### src/rtl/conv_window_sequencer.sv
// conv_window_sequencer
//
// Turns a raster-order pixel stream into serialized 3x3 convolution taps
// for a downstream multiply-accumulate unit.
//
// Each accepted pixel shifts into two row line buffers and a 3x3 window.
// When the accepted pixel completes a full window (row >= 2, col >= 2),
// the sequencer stops accepting pixels and emits the nine window taps,
// one per cycle, each paired with its kernel weight. Weights come from a
// shadow copy taken when the window starts, so weight writes made during
// serialization only affect later windows.
//
// Parameters
//   IMG_W   pixels per image row (3..1024)
//   DATA_W  pixel and weight width
//
// Ports
//   clk          system clock, rising-edge active
//   reset        asynchronous, active-high reset
//   pix_in       incoming raster-order pixel
//   pix_valid    pix_in valid
//   frame_start  accepted pixel is row 0, col 0 of a new frame
//   pix_ready    sequencer can accept a pixel this cycle
//   wgt_we       kernel weight write strobe
//   wgt_addr     kernel tap index 0..8 (9..15 ignored)
//   wgt_data     weight value
//   act_out      activation operand to the MAC
//   wgt_out      weight operand to the MAC
//   mac_valid    act_out/wgt_out valid this cycle
//   mac_first    tap 0 of a window (consumer restarts its sum)
//   mac_last     tap 8 of a window (sum complete after this cycle)
//   busy         window serialization in progress

module conv_window_sequencer #(
    parameter int IMG_W  = 64,
    parameter int DATA_W = 8
) (
    input  logic              clk,
    input  logic              reset,
    input  logic [DATA_W-1:0] pix_in,
    input  logic              pix_valid,
    input  logic              frame_start,
    output logic              pix_ready,
    input  logic              wgt_we,
    input  logic [3:0]        wgt_addr,
    input  logic [DATA_W-1:0] wgt_data,
    output logic [DATA_W-1:0] act_out,
    output logic [DATA_W-1:0] wgt_out,
    output logic              mac_valid,
    output logic              mac_first,
    output logic              mac_last,
    output logic              busy
);

    localparam int COL_W   = $clog2(IMG_W);
    localparam int ROW_MAX = 1023;

    typedef enum logic {
        IDLE,
        SERIAL
    } state_t;

    state_t state, state_next;
    logic [3:0] k, k_next;

    // Position counters: col/row of the next pixel to be accepted.
    logic [COL_W-1:0] col, col_next, pos_col;
    logic [9:0]       row, row_next, pos_row;

    logic accept;
    logic win_fire;

    // lb1 holds the previous row, lb2 the row before that, indexed by column.
    logic [DATA_W-1:0] lb1 [IMG_W];
    logic [DATA_W-1:0] lb2 [IMG_W];
    logic [DATA_W-1:0] lb1_rd, lb2_rd;

    // win[r][c]: r = 0 oldest row, c = 0 oldest column.
    logic [DATA_W-1:0] win      [3][3];
    logic [DATA_W-1:0] win_flat [9];

    logic [DATA_W-1:0] wgt    [9];
    logic [DATA_W-1:0] shadow [9];

    // ------------------------------------------------------------------
    // Acceptance and position of the accepted pixel
    // ------------------------------------------------------------------
    assign accept  = pix_valid && pix_ready;

    // frame_start relocates the accepted pixel to (0,0) before anything
    // (line-buffer index, window test, counter advance) looks at it.
    assign pos_col = frame_start ? '0 : col;
    assign pos_row = frame_start ? '0 : row;

    assign win_fire = accept && (pos_row >= 10'd2) && (pos_col >= COL_W'(2));

    assign lb1_rd = lb1[pos_col];
    assign lb2_rd = lb2[pos_col];

    always_comb begin
        col_next = pos_col;
        row_next = pos_row;
        if (pos_col == COL_W'(IMG_W - 1)) begin
            col_next = '0;
            if (pos_row != 10'(ROW_MAX)) begin
                row_next = pos_row + 10'd1;
            end
        end else begin
            col_next = pos_col + COL_W'(1);
        end
    end

    always_ff @(posedge clk or posedge reset) begin
        if (reset) begin
            col <= '0;
            row <= '0;
        end else if (accept) begin
            col <= col_next;
            row <= row_next;
        end
    end

    // ------------------------------------------------------------------
    // Line buffers and window (contents never reach the output until a
    // full window of current-frame pixels has been shifted in)
    // ------------------------------------------------------------------
    always_ff @(posedge clk) begin
        if (accept) begin
            lb2[pos_col] <= lb1_rd;
            lb1[pos_col] <= pix_in;
            for (int unsigned r = 0; r < 3; r++) begin
                win[r][0] <= win[r][1];
                win[r][1] <= win[r][2];
            end
            win[0][2] <= lb2_rd;
            win[1][2] <= lb1_rd;
            win[2][2] <= pix_in;
        end
    end

    always_comb begin
        for (int unsigned i = 0; i < 9; i++) begin
            win_flat[i] = win[i / 3][i % 3];
        end
    end

    // ------------------------------------------------------------------
    // Kernel weights and the per-window shadow copy
    // ------------------------------------------------------------------
    always_ff @(posedge clk or posedge reset) begin
        if (reset) begin
            for (int unsigned i = 0; i < 9; i++) begin
                wgt[i] <= '0;
            end
        end else if (wgt_we) begin
            for (int unsigned i = 0; i < 9; i++) begin
                if (wgt_addr == 4'(i)) begin
                    wgt[i] <= wgt_data;
                end
            end
        end
    end

    // The shadow captures the weights as they stand before any write made
    // on the same edge that starts the window.
    always_ff @(posedge clk or posedge reset) begin
        if (reset) begin
            for (int unsigned i = 0; i < 9; i++) begin
                shadow[i] <= '0;
            end
        end else if (win_fire) begin
            for (int unsigned i = 0; i < 9; i++) begin
                shadow[i] <= wgt[i];
            end
        end
    end

    // ------------------------------------------------------------------
    // Serialization FSM
    // ------------------------------------------------------------------
    always_ff @(posedge clk or posedge reset) begin
        if (reset) begin
            state <= IDLE;
            k     <= '0;
        end else begin
            state <= state_next;
            k     <= k_next;
        end
    end

    always_comb begin
        state_next = state;
        k_next     = k;
        pix_ready  = 1'b0;
        busy       = 1'b0;
        mac_valid  = 1'b0;
        mac_first  = 1'b0;
        mac_last   = 1'b0;
        act_out    = '0;
        wgt_out    = '0;

        case (state)
            IDLE: begin
                pix_ready = 1'b1;
                k_next    = '0;
                if (win_fire) begin
                    state_next = SERIAL;
                end
            end
            SERIAL: begin
                busy      = 1'b1;
                mac_valid = 1'b1;
                mac_first = (k == 4'd0);
                mac_last  = (k == 4'd8);
                for (int unsigned i = 0; i < 9; i++) begin
                    if (k == 4'(i)) begin
                        act_out = win_flat[i];
                        wgt_out = shadow[i];
                    end
                end
                if (k == 4'd8) begin
                    state_next = IDLE;
                    k_next     = '0;
                end else begin
                    k_next = k + 4'd1;
                end
            end
            default: begin
                state_next = IDLE;
                k_next     = '0;
            end
        endcase
    end

endmodule

### config.mk
export PLATFORM = sky130hd
export DESIGN_NAME = conv_window_sequencer
export DESIGN_NICKNAME = d
export VERILOG_FILES = /design/src/rtl/conv_window_sequencer.sv
export SDC_FILE = /design/constraint.sdc
export NUM_CORES = 2
export LEC_CHECK = 0
export CORE_MARGIN = 2
export CORE_UTILIZATION = 45
export DETAILED_ROUTE_END_ITERATION = 16
export GPL_TIMING_DRIVEN = 0
export PLACE_DENSITY = 0.65
export SETUP_SLACK_MARGIN = 0.02
export SYNTH_ARGS = -nofsm -noshare
export SYNTH_HDL_FRONTEND = slang
export SYNTH_SLANG_ARGS = --single-unit
### constraint.sdc
create_clock -name clk -period 9.17 [get_ports clk]
set_clock_uncertainty 0.15 [all_clocks]
set_input_delay 1.834 -clock clk [delete_from_list [all_inputs] [get_ports clk]]
set_output_delay 1.834 -clock clk [all_outputs]
set_load 0.01 [all_outputs]
After elaboration in Yosys (flattened, before gate mapping)

Memory sizes are Yosys's and may differ from the RTL's.
Cells that the tools add are included.

Add/subtract/negate cells: 3
Order comparisons: 2
Equal/unequal tests: 18
Multiplexer cells: 36
Bitwise logic cells: 1
Reduce and logical (&&, ||, !) cells: 14

Operators with widths:

| operator                | number |
|---|---|
| $mux W8                 | 20 |
| $eq A4 B3 Y1 const B    | 8 |
| $mux W10                | 3 |
| $reduce_and A2 Y1       | 9 |
| $eq A4 B2 Y1 const B    | 4 |
| $mux W6                 | 2 |
| $add A10 B1 Y10 const B | 1 |
| $ge A10 B2 Y1 const B   | 1 |
| $ne A10 B10 Y1 const B  | 1 |
| $eq A4 B1 Y1 const B    | 2 |
| $eq A4 B4 Y1 const B    | 2 |
| $logic_not A4 Y1        | 2 |
| $mux W1                 | 8 |
| $pmux W4 S2             | 1 |
| $add A6 B1 Y6 const B   | 1 |
| $eq A6 B6 Y1 const B    | 1 |
| $ge A6 B2 Y1 const B    | 1 |
| $add A4 B1 Y4 const B   | 1 |
| $mux W4                 | 1 |
| $logic_and A1 B1 Y1     | 3 |
| $pmux W1 S2             | 1 |
| $not A1 Y1              | 1 |

Register bits: 165
Memory bits (writable): 1096
Input port bits: 25
Output and inout port bits: 21
Logic and storage cells: 99
Memories kept: 3

Memory list:

| name | depth | width | read ports | clocked after Yosys merged registers in | write ports | RTL line | RTL |
|---|---|---|---|---|---|---|---|
| lb1  | 64    | 8     | 1          | 0                                       | 1           | 74       | `logic [DATA_W-1:0] lb1 [IMG_W];` |
| lb2  | 64    | 8     | 1          | 0                                       | 1           | 75       | `logic [DATA_W-1:0] lb2 [IMG_W];` |
| win  | 3     | 24    | 3          | 0                                       | 3           | 79       | `logic [DATA_W-1:0] win [3][3];` |

Longest topological paths before layout

Depth in word-level cells: 11
Depth in mapped cells: 14

Worst setup path before layout

OpenSTA, ideal clock, no wires.

Kind: input-to-reg
Start point: in pix_valid
End point: mem lb1[0][0], enable pin
Setup time: 389 ps
Arrival time: 5774 ps
Slack: 2858 ps
Stages: 5
Path through: nand2_1 > inv_2 > buf_1 > nand2_1 > nor2_1

Word-level cells in the longest chain between the ends: 3

RTL lines:

| what                          | RTL line | RTL |
|---|---|---|
| start, declared               | 41       | `input logic pix_valid,` |
| $logic_and A1 B1 Y1           | 88       | `assign accept = pix_valid && pix_ready;` |
| named net accept              | 70       | `logic accept;` |
| $mux W1                       | 128      | `if (accept) begin` |
| $mux W1 (not written as such) | 130      | `lb1[pos_col] <= pix_in;` |
| end, declared                 | 74       |  |

The timed path passes the listed nets, and every way through them passes these cells.

Final worst setup path

Start point: in frame_start
End point: mem lb2[30][3], data pin

Word-level cells in the longest chain between the ends: 2

RTL lines:

| what                | RTL line | RTL |
|---|---|---|
| start, declared     | 42       | `input logic frame_start,` |
| $mux W6             | 92       | `assign pos_col = frame_start ? '0 : col;` |
| $mem_v2 Z64 W8      | --       |  |
| named net lb1_rd[3] | 76       | `logic [DATA_W-1:0] lb1_rd, lb2_rd;` |
| end, declared       | 75       |  |

The timed path passes the listed nets, and every way through them passes these cells.

==> flow_summary.toml <==
[run_status]
run_status = "complete, but fails checks"
failed_checks = "max-capacitance violations, max-slew violations"

[routing]
routed-via-count = 34361
first_pass_iters = 9
postRouteWirelength_um = 205000
route.detailed.vias_per_inst = 6.990
initialDrtViolationCount = 6709
routed_wire_length_per_instance_um = 41.69
final_antenna_net_count = 0
drc = 0

[yosys]
synth-seq-area-share_pct = 74.42
yosys_warnings = 0
synth.distinct_cells = 79
synthesis.area_um2 = 49770
synth.ff_latch_count = 1261
async_reset_ff_share_pct = 13.08
postSynth.topFlopCell = "edfxtp_1"
number_of_flops_mapped_to_enable_cells_by_yosys = 1096
syn-instance-count = 3037
synth_fp_nets = 3070
synth.avg_cell_area_um2 = 16.39

[timing]
maxSlewViolCount = 98
timing.final.ws_setup_ps = 788.3
fin_crit_ps = 8382
final_min_period_over_clock_period_pct = 91.40
setup_tns_ps = 0
grt_setup_unrepaired = "no"
max_freq_mhz = 119.3
timing_worst_slew_pin_value_ps = 1662
report.final.setup_viol = 0
maxSlewHeadroom_pct = -10.78
hold_viol = 0

[setup_path]
critPathMaxFanout = 20
crit_path_cell_trace = "clkdlybuf4s50_1, buf_4, nand2b_1, clkbuf_1, clkbuf_2, o32ai_1, a221oi_1, o32ai_1, a211oi_1, nand4_1, buf_8, buf_8"
critPathArrivalTime_ps = 8720
max_stage_delay_ps = 1070
cp.buffers_inverters = 6
worst_setup_path_start_kind = "input port"
crit_path_top_delay_cell = "clkbuf_1"
worst_setup_path_end_kind = "flip-flop"
cp_top_family = "buffers and inverters"
timing_worst_setup_path_type = "input port to flip-flop"
required_ps = 9500

[cells_and_area]
nNetsFinal = 3347
post_layout_nonfiller_instances = 4916
commonest_cells_after_routing_fill_and_taps_aside = "edfxtp_1, mux2_2, dfrtp_1"
sequential_cell_area_um2 = 37040
n_fill_cell = 8989
drive_above_1_share_pct = 20.87
area_growth_pct = 17.04
layout.cells.most_common = "edfxtp_1"
final_design_area_no_fill_um2 = 58250
multiInputGateArea_um2 = 11990

[global_route]
antenna_found_initial = 21
grt_start_max_net_pins = 105
groute.usage.overall_pct = 36.00
grt_remaining_overflow = 0
vias_in_the_first_global_route = 31699
grt_pass1_wl_um = 271600

[die]
die-area_um2 = 113300
placeableCoreArea_um2 = 110200
die_w_um = 336.6
initial_utilization_pct = 45.16
io_pins = 46
die_h_um = 336.6
placementRows = 122

[placed_design]
detailed_place_hpwl_um = 135000
placed_cells_incl_taps = 4668
portBuffers = 43
final_estimated_routing_congestion_in_global_placement = 1.071
preCtsSetupSlack_ps = 771.0
placed_area_um2 = 54100

[clocking]
cts.clk_slew.worst_paths_ps = 60
tritoncts = "built"
worst_skew_pair.late_latency_ps = 770
cts_setup_buffers = 0
hold_buffers = 0
clock-sinks = 1261
post_cts.resized_instances = 0
cts_max_path_buffers = 3
cts.root.buffer_cell = "clkbuf_16"
numCtsBuffers = 132
h-tree-depth = 4

[flow_run]
max_cap_viol_count = 12

[power_and_ir_drop]
cellPowerDensity_nw_per_um2 = 329.6
net-switching-power_uw = 7369
worst_ir_drop_vdd_v = 0.0001661
power.share.clock_pct = 27.3
power_switching_share_pct = 38.37
report.power.total_uw = 19200
power.share.combinational_pct = 35.0
leakage_uw = 0.01943
power.internal_uw = 11830
power_frac_seq_pct = 37.7

[worst_hold_path]
timing.hold.worst.class = "flip-flop to flip-flop"
==> registers in the layout, indices dropped and copies added (netlist names) <==
register  cells
col           6
lb2         512
row          10
wgt          72
win          72
shadow       72
state         1
lb1         512
k             4
==> routing by layer <==
metal / track usage (%) / up-vias / share of wire (%)
met5: 1.745 / - / 0.23
met4: 25.48 / 28 / 8.6
met3: 15.41 / 913 / 15
met2: 50.95 / 3311 / 42
met1: 44.14 / 17298 / 34
li1: - / 12811 / -
==> power by group through the flow <==
stage | Clock, µW | Combinational, µW | Sequential [µW]
CTS | 5230 | 6250 | 7240
detailed placement | 0 | 6220 | 7360
global placement | 0 | 5890 | 7480
global route | 5450 | 6570 | 7280
floorplan | 0 | 2860 | 7340
finish | 5240 | 6710 | 7250
==> final timing paths <==
| check | from | to | slack (ps) | cells after the start |
|---|---|---|---|---|
| max in group asynchronous | reset | wgt[36] | 6620 | 3 |
| setup reg to reg | col[0] | lb2[30][3] | 2240 | 11 |
| hold / removal | win[0][15] | win[0][23] | 300 | 0 |
| min in group asynchronous | reset | row[7] | 1360 | 2 |
| setup / recovery | frame_start | lb2[30][3] | 790 | 12 |
| hold reg to reg | win[0][15] | win[0][23] | 300 | 0 |
==> cell type report <==
type	instances	share of cell area (%)
Tap cell	1488	3.196
Sequential cell	1261	63.58
Clock buffer	157	5.977
Multi-Input combinational cell	1565	20.58
Clock inverter	69	1.048
Timing Repair Buffer	143	3.744
Antenna cell	22	0.09450
Inverter	15	0.1095
Buffer	196	1.667
==> metrics by stage <==
step           hold slack [ps]  util (%)
6_report                 300.0     52.86
5_1_grt                  311.1     52.81
4_1_cts                  299.4     52.80
3_5_place_dp             288.1     49.09
3_3_place_gp             281.5     47.24
2_1_floorplan            276.2         -
==> Yosys cell counts, types with 25 or more instances <==
| cell | instances | share of area (%) |
|---|---|---|
| edfxtp_1 | 1096 | 66 |
| a221oi_1 | 59 | 1.0 |
| nand2_1 | 139 | 1.0 |
| a22oi_1 | 127 | 1.9 |
| o211ai_1 | 27 | 0.41 |
| o22ai_1 | 81 | 1.0 |
| buf_2 | 59 | 0.59 |
| nor2_1 | 189 | 1.4 |
| mux2i_1 | 144 | 2.9 |
| dfrtp_1 | 165 | 8.3 |
| clkbuf_1 | 91 | 0.69 |
| a22o_1 | 41 | 0.72 |
| nor2b_1 | 27 | 0.34 |
| mux4_2 | 25 | 1.1 |
| buf_4 | 26 | 0.39 |
| a222oi_1 | 32 | 0.64 |
| a21oi_1 | 73 | 0.73 |
| mux2_2 | 181 | 4.1 |
| o21ai_0 | 84 | 0.84 |
==> cells by family (layout without fill, tap and decap cells) <==
logic type	after synthesis	in the layout	synth area share [%]
compound gates	700	700	10.37
xor+xnor	3	3	0.05280
fa+ha+maj	8	8	0.2011
buf+inv	211	580	2.041
flops	1261	1261	74.42
mux	350	350	8.122
other cells	0	22	0
simple gates	504	504	4.791
(Power assumes the default switching activity.)
